$ cat config.mk
export PLATFORM = sky130hd
export DESIGN_NAME = sr_pixel_scheduler
export DESIGN_NICKNAME = d
export VERILOG_FILES = /design/src/rtl/sr_pkg.sv /design/src/rtl/sr_nbhd_fetch.sv /design/src/rtl/sr_pixel_scheduler.sv
export SDC_FILE = /design/constraint.sdc
export NUM_CORES = 1
export LEC_CHECK = 0
export CORE_ASPECT_RATIO = 1.4
export CORE_MARGIN = 8
export CORE_UTILIZATION = 35
export CTS_BUF_LIST = sky130_fd_sc_hd__clkbuf_2
export CTS_CLUSTER_DIAMETER = 30
export DETAILED_ROUTE_END_ITERATION = 10
export GPL_ROUTABILITY_DRIVEN = 0
export PLACE_DENSITY = 0.7
export SLEW_MARGIN = 25
export SYNTH_ARGS = -nofsm -noshare
export SYNTH_HDL_FRONTEND = slang
export SYNTH_HIERARCHICAL = 1
export SYNTH_SLANG_ARGS = --single-unit
$ cat constraint.sdc
create_clock -name clk -period 5.3 [get_ports clk]
set_input_delay 1.59 -clock clk [delete_from_list [all_inputs] [get_ports clk]]
set_output_delay 1.59 -clock clk [all_outputs]
set_load 0.01 [all_outputs]
$ cat src/rtl/sr_pkg.sv
// Shared types and constants for the super-resolution pixel scheduler:
// FSM states, 3x3 tap offsets and a width helper.
package sr_pkg;

  typedef enum logic [2:0] {
    ST_IDLE,
    ST_FETCH,
    ST_DRAIN,
    ST_START,
    ST_WAIT,
    ST_PUSH,
    ST_DONE
  } sr_state_e;

  localparam int NTAPS  = 9;
  localparam int CENTER = 4;

  // Tap k sits at (DX[k], DY[k]) relative to the centre pixel.
  localparam logic signed [1:0] DX [0:8] = '{-2'sd1, 2'sd0, 2'sd1,
                                             -2'sd1, 2'sd0, 2'sd1,
                                             -2'sd1, 2'sd0, 2'sd1};
  localparam logic signed [1:0] DY [0:8] = '{-2'sd1, -2'sd1, -2'sd1,
                                              2'sd0,  2'sd0,  2'sd0,
                                              2'sd1,  2'sd1,  2'sd1};

  function automatic int clog2_safe(input int v);
    return (v <= 1) ? 1 : $clog2(v);
  endfunction

endpackage

$ cat src/rtl/sr_nbhd_fetch.sv
// Fetches one 3x3 neighbourhood: one tap per cycle while start is high,
// zero padding outside the frame, read data captured one cycle after issue.
module sr_nbhd_fetch import sr_pkg::*; #(
  parameter int WIDTH       = 320,
  parameter int HEIGHT      = 240,
  parameter int PIXEL_WIDTH = 24,
  parameter int ADDR_WIDTH  = 17,
  parameter int X_W         = 9,
  parameter int Y_W         = 8
) (
  input  logic                     clk,
  input  logic                     rst,
  input  logic                     start,
  input  logic [X_W-1:0]           x,
  input  logic [Y_W-1:0]           y,
  input  logic [ADDR_WIDTH-1:0]    centre_addr,
  output logic                     done,
  output logic                     fb_rd_en,
  output logic [ADDR_WIDTH-1:0]    fb_rd_addr,
  input  logic [PIXEL_WIDTH-1:0]   fb_rd_data,
  output logic [9*PIXEL_WIDTH-1:0] nbhd
);

  // Handshake: start stays high for the nine tap cycles; done is high in the
  // last of them, after which start drops. The final capture lands one cycle later.
  localparam logic [X_W-1:0] X_MAX = X_W'(WIDTH - 1);
  localparam logic [Y_W-1:0] Y_MAX = Y_W'(HEIGHT - 1);
  localparam logic signed [ADDR_WIDTH:0] W_S = (ADDR_WIDTH + 1)'(WIDTH);

  logic [3:0]             k_q, k_d;
  logic                   pend_q, pend_d;
  logic [3:0]             pend_k_q, pend_k_d;
  logic [PIXEL_WIDTH-1:0] slot_q [0:8];
  logic [PIXEL_WIDTH-1:0] slot_d [0:8];

  logic signed [1:0]          dx, dy;
  logic                       in_bounds;
  logic signed [ADDR_WIDTH:0] row_off, col_off, addr_sum;

  always_comb begin
    dx = DX[k_q];
    dy = DY[k_q];
    in_bounds = !((dx[1] && x == '0) || (dx == 2'sd1 && x == X_MAX) ||
                  (dy[1] && y == '0) || (dy == 2'sd1 && y == Y_MAX));
    row_off  = dy[1] ? -W_S : ((dy == 2'sd1) ? W_S : '0);
    col_off  = {{(ADDR_WIDTH - 1){dx[1]}}, dx};
    addr_sum = $signed({1'b0, centre_addr}) + row_off + col_off;

    fb_rd_en   = start && in_bounds;
    fb_rd_addr = fb_rd_en ? addr_sum[ADDR_WIDTH-1:0] : '0;
    done       = start && (k_q == 4'd8);

    k_d      = k_q;
    pend_d   = 1'b0;
    pend_k_d = k_q;
    slot_d   = slot_q;
    if (pend_q) slot_d[pend_k_q] = fb_rd_data;
    if (start) begin
      pend_d = in_bounds;
      if (!in_bounds) slot_d[k_q] = '0;
      k_d = (k_q == 4'd8) ? 4'd0 : k_q + 4'd1;
    end

    nbhd = '0;
    for (int i = 0; i < NTAPS; i++) nbhd[i*PIXEL_WIDTH +: PIXEL_WIDTH] = slot_q[i];
  end

  always_ff @(posedge clk) begin
    if (rst) begin
      k_q      <= '0;
      pend_q   <= 1'b0;
      pend_k_q <= '0;
      slot_q   <= '{default: '0};
    end else begin
      k_q      <= k_d;
      pend_q   <= pend_d;
      pend_k_q <= pend_k_d;
      slot_q   <= slot_d;
    end
  end

endmodule

$ cat src/rtl/sr_pixel_scheduler.sv
// Walks one frame in raster order: fetch neighbourhood, run the core,
// push the result to the output FIFO below the high-water mark.
module sr_pixel_scheduler import sr_pkg::*; #(
  parameter int WIDTH       = 320,
  parameter int HEIGHT      = 240,
  parameter int PIXEL_WIDTH = 24,
  parameter int ADDR_WIDTH  = 17,
  parameter int LEVEL_WIDTH = 10,
  parameter int HIGH_WATER  = 1000,
  localparam int X_W = clog2_safe(WIDTH),
  localparam int Y_W = clog2_safe(HEIGHT)
) (
  input  logic                     clk,
  input  logic                     rst,
  input  logic                     frame_ready,
  output logic                     busy,
  output logic                     frame_done,
  output logic                     fb_rd_en,
  output logic [ADDR_WIDTH-1:0]    fb_rd_addr,
  input  logic [PIXEL_WIDTH-1:0]   fb_rd_data,
  output logic                     sr_start,
  output logic [X_W-1:0]           sr_x,
  output logic [Y_W-1:0]           sr_y,
  output logic [9*PIXEL_WIDTH-1:0] sr_neighborhood,
  input  logic                     sr_pixel_done,
  input  logic [PIXEL_WIDTH-1:0]   sr_pixel_out,
  output logic                     fifo_write,
  output logic [PIXEL_WIDTH-1:0]   fifo_data,
  input  logic [LEVEL_WIDTH-1:0]   fifo_count,
  output sr_state_e                dbg_state
);

  localparam logic [X_W-1:0] X_MAX = X_W'(WIDTH - 1);
  localparam logic [Y_W-1:0] Y_MAX = Y_W'(HEIGHT - 1);

  sr_state_e              state_q, state_d;
  logic [X_W-1:0]         x_q, x_d;
  logic [Y_W-1:0]         y_q, y_d;
  logic [ADDR_WIDTH-1:0]  addr_q, addr_d;
  logic                   busy_q, busy_d;
  logic                   frame_done_q, frame_done_d;
  logic                   sr_start_q, sr_start_d;
  logic                   fifo_write_q, fifo_write_d;
  logic [PIXEL_WIDTH-1:0] fifo_data_q, fifo_data_d;
  logic                   fetch_done;

  sr_nbhd_fetch #(
    .WIDTH(WIDTH), .HEIGHT(HEIGHT), .PIXEL_WIDTH(PIXEL_WIDTH),
    .ADDR_WIDTH(ADDR_WIDTH), .X_W(X_W), .Y_W(Y_W)
  ) u_fetch (
    .clk         (clk),
    .rst         (rst),
    .start       (state_q == ST_FETCH),
    .x           (x_q),
    .y           (y_q),
    .centre_addr (addr_q),
    .done        (fetch_done),
    .fb_rd_en    (fb_rd_en),
    .fb_rd_addr  (fb_rd_addr),
    .fb_rd_data  (fb_rd_data),
    .nbhd        (sr_neighborhood)
  );

  always_comb begin
    state_d      = state_q;
    x_d          = x_q;
    y_d          = y_q;
    addr_d       = addr_q;
    busy_d       = busy_q;
    fifo_data_d  = fifo_data_q;
    frame_done_d = 1'b0;
    sr_start_d   = 1'b0;
    fifo_write_d = 1'b0;
    case (state_q)
      ST_IDLE: if (frame_ready) begin
        x_d     = '0;
        y_d     = '0;
        addr_d  = '0;
        busy_d  = 1'b1;
        state_d = ST_FETCH;
      end
      ST_FETCH: if (fetch_done) state_d = ST_DRAIN;
      ST_DRAIN: begin
        sr_start_d = 1'b1;
        state_d    = ST_START;
      end
      ST_START: state_d = ST_WAIT;
      ST_WAIT: if (sr_pixel_done) begin
        fifo_data_d = sr_pixel_out;
        state_d     = ST_PUSH;
      end
      ST_PUSH: if (int'(fifo_count) < HIGH_WATER) begin
        fifo_write_d = 1'b1;
        addr_d       = addr_q + 1'b1;
        if (x_q == X_MAX) begin
          x_d = '0;
          y_d = (y_q == Y_MAX) ? '0 : y_q + 1'b1;
        end else begin
          x_d = x_q + 1'b1;
        end
        state_d = (x_q == X_MAX && y_q == Y_MAX) ? ST_DONE : ST_FETCH;
      end
      ST_DONE: begin
        frame_done_d = 1'b1;
        busy_d       = 1'b0;
        state_d      = ST_IDLE;
      end
      default: state_d = ST_IDLE;
    endcase
  end

  always_ff @(posedge clk) begin
    if (rst) begin
      state_q      <= ST_IDLE;
      x_q          <= '0;
      y_q          <= '0;
      addr_q       <= '0;
      busy_q       <= 1'b0;
      frame_done_q <= 1'b0;
      sr_start_q   <= 1'b0;
      fifo_write_q <= 1'b0;
      fifo_data_q  <= '0;
    end else begin
      state_q      <= state_d;
      x_q          <= x_d;
      y_q          <= y_d;
      addr_q       <= addr_d;
      busy_q       <= busy_d;
      frame_done_q <= frame_done_d;
      sr_start_q   <= sr_start_d;
      fifo_write_q <= fifo_write_d;
      fifo_data_q  <= fifo_data_d;
    end
  end

  assign busy       = busy_q;
  assign frame_done = frame_done_q;
  assign sr_start   = sr_start_q;
  assign sr_x       = x_q;
  assign sr_y       = y_q;
  assign fifo_write = fifo_write_q;
  assign fifo_data  = fifo_data_q;
  assign dbg_state  = state_q;

endmodule

==> qor.txt <==
status = finished, violations left
failing checks = setup timing
core area = 37200 um^2
post-synthesis cell area = 13100 um^2
post-synthesis mux area share = 17.0%
post-synthesis adder-cell area fraction = 3.70%
Vias = 11900
final hold vios = 0
Max Cap Violations = 0
Synth Area in Compound Gates = 8.15%
first-pass GRT wire length = 68.3 mm
unrepaired setup endpoints after global routing = true
antenna violations before repair = 1
die area = 43900 um^2
Crit Path Class = reg -> out
layout cell share with drive strength beyond 1 = 16.5%
routed wire length = 45.6 mm
gr ovfl total = 0
XOR/XNOR Fraction of Synth Area = 2.88%
syn nets = 1475
clock skew = 0.0791 ns
Reg2Reg Depth = 12
final antenna-violating net count = 0
DRT Pass-1 Iters = 5
Data required, critical path = 3.71 ns
Top Ports = 344
reg-to-reg endpoint = u_fetch/nbhd[43]
largest net degree at the start of global routing = 148
GR Util All Layers = 20.0%
Clock Tree Root = clkbuf_2
final core utilization = 49.5%
Detail Placement HPWL = 31.5 mm
final-report setup violation count = 9
number of synthesized register bits = 290
TritonCTS clock tree = built
nets@finish = 1871
register area share after synthesis = 44.4%
drt wl/cell = 19.8 um
clk_lat worst skew = 0.91 ns
Hold Path Cell Cnt = 2
DRC viols = 0
Synth Instances = 1375
initial core utilization = 35.1%
CP Launch Type = flop
Fin Hold WS = 0.458 ns
Peak VDD IR = 0.383 mV
pwr dens = 415 nW/um^2
initial DRC count = 552
CTS HTree Levels = 3
Worst R2R Setup Slack = 2.11 ns
P_leak = 7.39 nW
Hold-fix buffers, CTS = 0
library cells used by synthesis = 71
area occupied by multi-input gates = 7050 um^2
clock buffer depth = 3
post-layout min period = 5.77 ns
DIE WIDTH = 179 um
vias in the first global route = 12000
simple-gate share of the synthesized area = 19.0%
Worst Path Arrival = 4.18 ns
port buffer count = 340
crit path launch = u_fetch/k_q[1]
number of CTS-inserted buffers = 77
Post-synth EDFFs = 0
leading area contributor after synthesis = dfxtp_1
Avg Cell Area, Syn = 9.51 um^2
Primary FF master, synth = dfxtp_1
Die Height = 245 um
HP Start = fifo_data[13]
Register Area = 5810 um^2
Yosys top cell area share = 44.4%
Final Max Tran Viols = 0
FILL cells = 3456
Rel. slew slack = 28.9%
final worst slack = -0.470 ns
worst min path class = reg -> reg
Synth async-reset ratio = 0%
maximum clock rate = 173 MHz
Yosys warnings = 6
Worst Setup End Kind = output pin
Row Count = 84
Least-Margin Pin Slew = 1.06 ns
Synth area leaders = dfxtp_1 44%, mux2i_1 17%, nor3_1 8.7%
CTS clk-pin slew, worst paths = 0.10 ns
CTS sink cnt = 290
hold endpoint = fifo_data[13]
main combinational cell family by area after synthesis = simple AND/OR/NAND/NOR gates
worst-path fanout max = 8
final period utilization = 109%
Via density = 5.19
reg-to-reg startpoint = u_fetch/k_q[1]
Area Overhead vs Synth = 41.0%
==> sequential cells by signal (all words and copies together) (netlist names) <==
register / flops
addr_q: 17
busy: 1
dbg_state: 3
fifo_data: 24
fifo_write: 1
frame_done: 1
sr_start: 1
sr_x: 9
sr_y: 8
u_fetch/k_q: 4
u_fetch/nbhd: 216
u_fetch/pend_k_q: 4
u_fetch/pend_q: 1
==> layout by cell type, fill, tap and decap left out, types with 6 or more instances in the layout <==
cell type | netlist | routed
mux2i_1 | 221 | 221
ha_4 | 0 | 11
o211ai_1 | 7 | 7
xnor2_1 | 20 | 19
nor3_1 | 227 | 226
xor2_1 | 23 | 21
buf_2 | 32 | 10
a21o_1 | 17 | 17
o21ai_0 | 15 | 12
clkbuf_2 | 0 | 103
and2_1 | 7 | 7
nor2_1 | 75 | 70
nand3_1 | 26 | 25
buf_6 | 4 | 6
nand2_1 | 76 | 74
o21a_1 | 6 | 6
nand2b_1 | 6 | 6
inv_1 | 27 | 23
a21oi_1 | 52 | 49
a211oi_1 | 11 | 9
buf_4 | 6 | 83
clkdlybuf4s50_1 | 0 | 322
dfxtp_1 | 290 | 287
nor4_1 | 6 | 6
and3_1 | 9 | 9
nand4_1 | 10 | 10
clkinv_1 | 0 | 20
ha_1 | 37 | 24
==> logic make-up (layout without fill, tap and decap cells) <==
| group | Yosys count | count (layout) |
|---|---|---|
| and+or+nand+nor | 489 | 489 |
| DFF | 290 | 290 |
| muxes | 222 | 222 |
| AOI/OAI and AO/OA | 149 | 149 |
| buffers and inverters | 144 | 595 |
| xor gates and xnor gates | 43 | 43 |
| adders and majority gates | 38 | 38 |
| other | 0 | 2 |
==> power by group <==
part / switching (mW) / internal [mW] / leakage (nW) / total, mW
sequential: 0.0613 / 2.22 / 2.34 / 2.28
combinational: 1.88 / 1.86 / 4.52 / 3.74
clock: 0.944 / 0.679 / 0.526 / 1.62
total: 2.89 / 4.76 / 7.39 / 7.65
==> cell usage after synthesis, types with 7 or more instances <==
cell type,instances
clkbuf_1,49
mux2i_1,221
xor2_1,23
dfxtp_1,290
and3_1,9
nand3_1,26
and2_1,7
buf_1,26
o21ai_0,15
a21oi_1,52
nor2b_1,9
a21o_1,17
o211ai_1,7
xnor2_1,20
buf_2,32
nand2_1,76
nand4_1,10
nor3_1,227
ha_1,37
a211oi_1,11
nor2_1,75
inv_1,27
==> stage by stage <==
stage	area, um^2	setup TNS [ns]	setup slack, ns	std cells	total power, mW
after floorplan	13100	0	0.0298	1375	4.17
after global placement	17200	-0.591	-0.157	2145	5.43
after detailed placement	17200	-0.845	-0.242	2145	5.51
after CTS	18200	-4.92	-0.620	2291	7.46
after global routing	18400	-5.91	-0.738	2301	8.14
final	18400	-3.03	-0.470	2301	7.65
==> cell type report <==
| class | instances | area share, % |
|---|---|---|
| clock buffers | 102 | 2.77 |
| multi-input cells | 941 | 38.2 |
| well taps | 473 | 3.21 |
| inverters | 27 | 0.550 |
| flip-flops and latches | 290 | 31.5 |
| diodes | 2 | 0.0272 |
| repair buffers | 434 | 22.5 |
| clock inverters | 32 | 1.21 |
==> repair_timing <==
action | CTS | global route
gates resized for setup | 92 | 31
setup buffers | 12 | 6
setup endpoints to repair | 18 | 16
pin swaps | 16 | 18
==> how the worst max path moves through the flow <==
| stage | to | depth (start not counted) |
|---|---|---|
| after CTS | fb_rd_addr[16] | 15 |
| after global routing | fb_rd_addr[11] | 16 |
| after detailed placement | fb_rd_addr[16] | 14 |
| final | fb_rd_addr[13] | 17 |
| after global placement | fb_rd_addr[16] | 14 |
| after floorplan | fb_rd_addr[16] | 16 |
==> layer usage <==
layer | wire, um | part of all wire (%) | up-vias | global-route usage, %
met1 | 17600 | 39 | 5671 | 22.0
met5 | 0 | 0 | - | 0
met2 | 22700 | 50 | 450 | 35.0
met4 | 1690 | 3.7 | 0 | 9.26
li1 | - | - | 5729 | -
met3 | 3620 | 7.9 | 91 | 5.63
==> worst max-delay path, stage by stage, from the launching register on <==
cell	delay, ns
dfxtp_2	0.36
inv_2	0.05
ha_4	0.26
nor2b_4	0.17
nor3_4	0.06
buf_12	0.15
buf_12	0.13
buf_4	0.13
xor2_1	0.13
ha_1	0.32
a21oi_2	0.28
and3_1	0.25
a221oi_2	0.09
buf_4	0.16
buf_4	0.13
and3_1	0.17
nor4_1	0.24
buf_2	0.18
(Power assumes the default switching activity.)
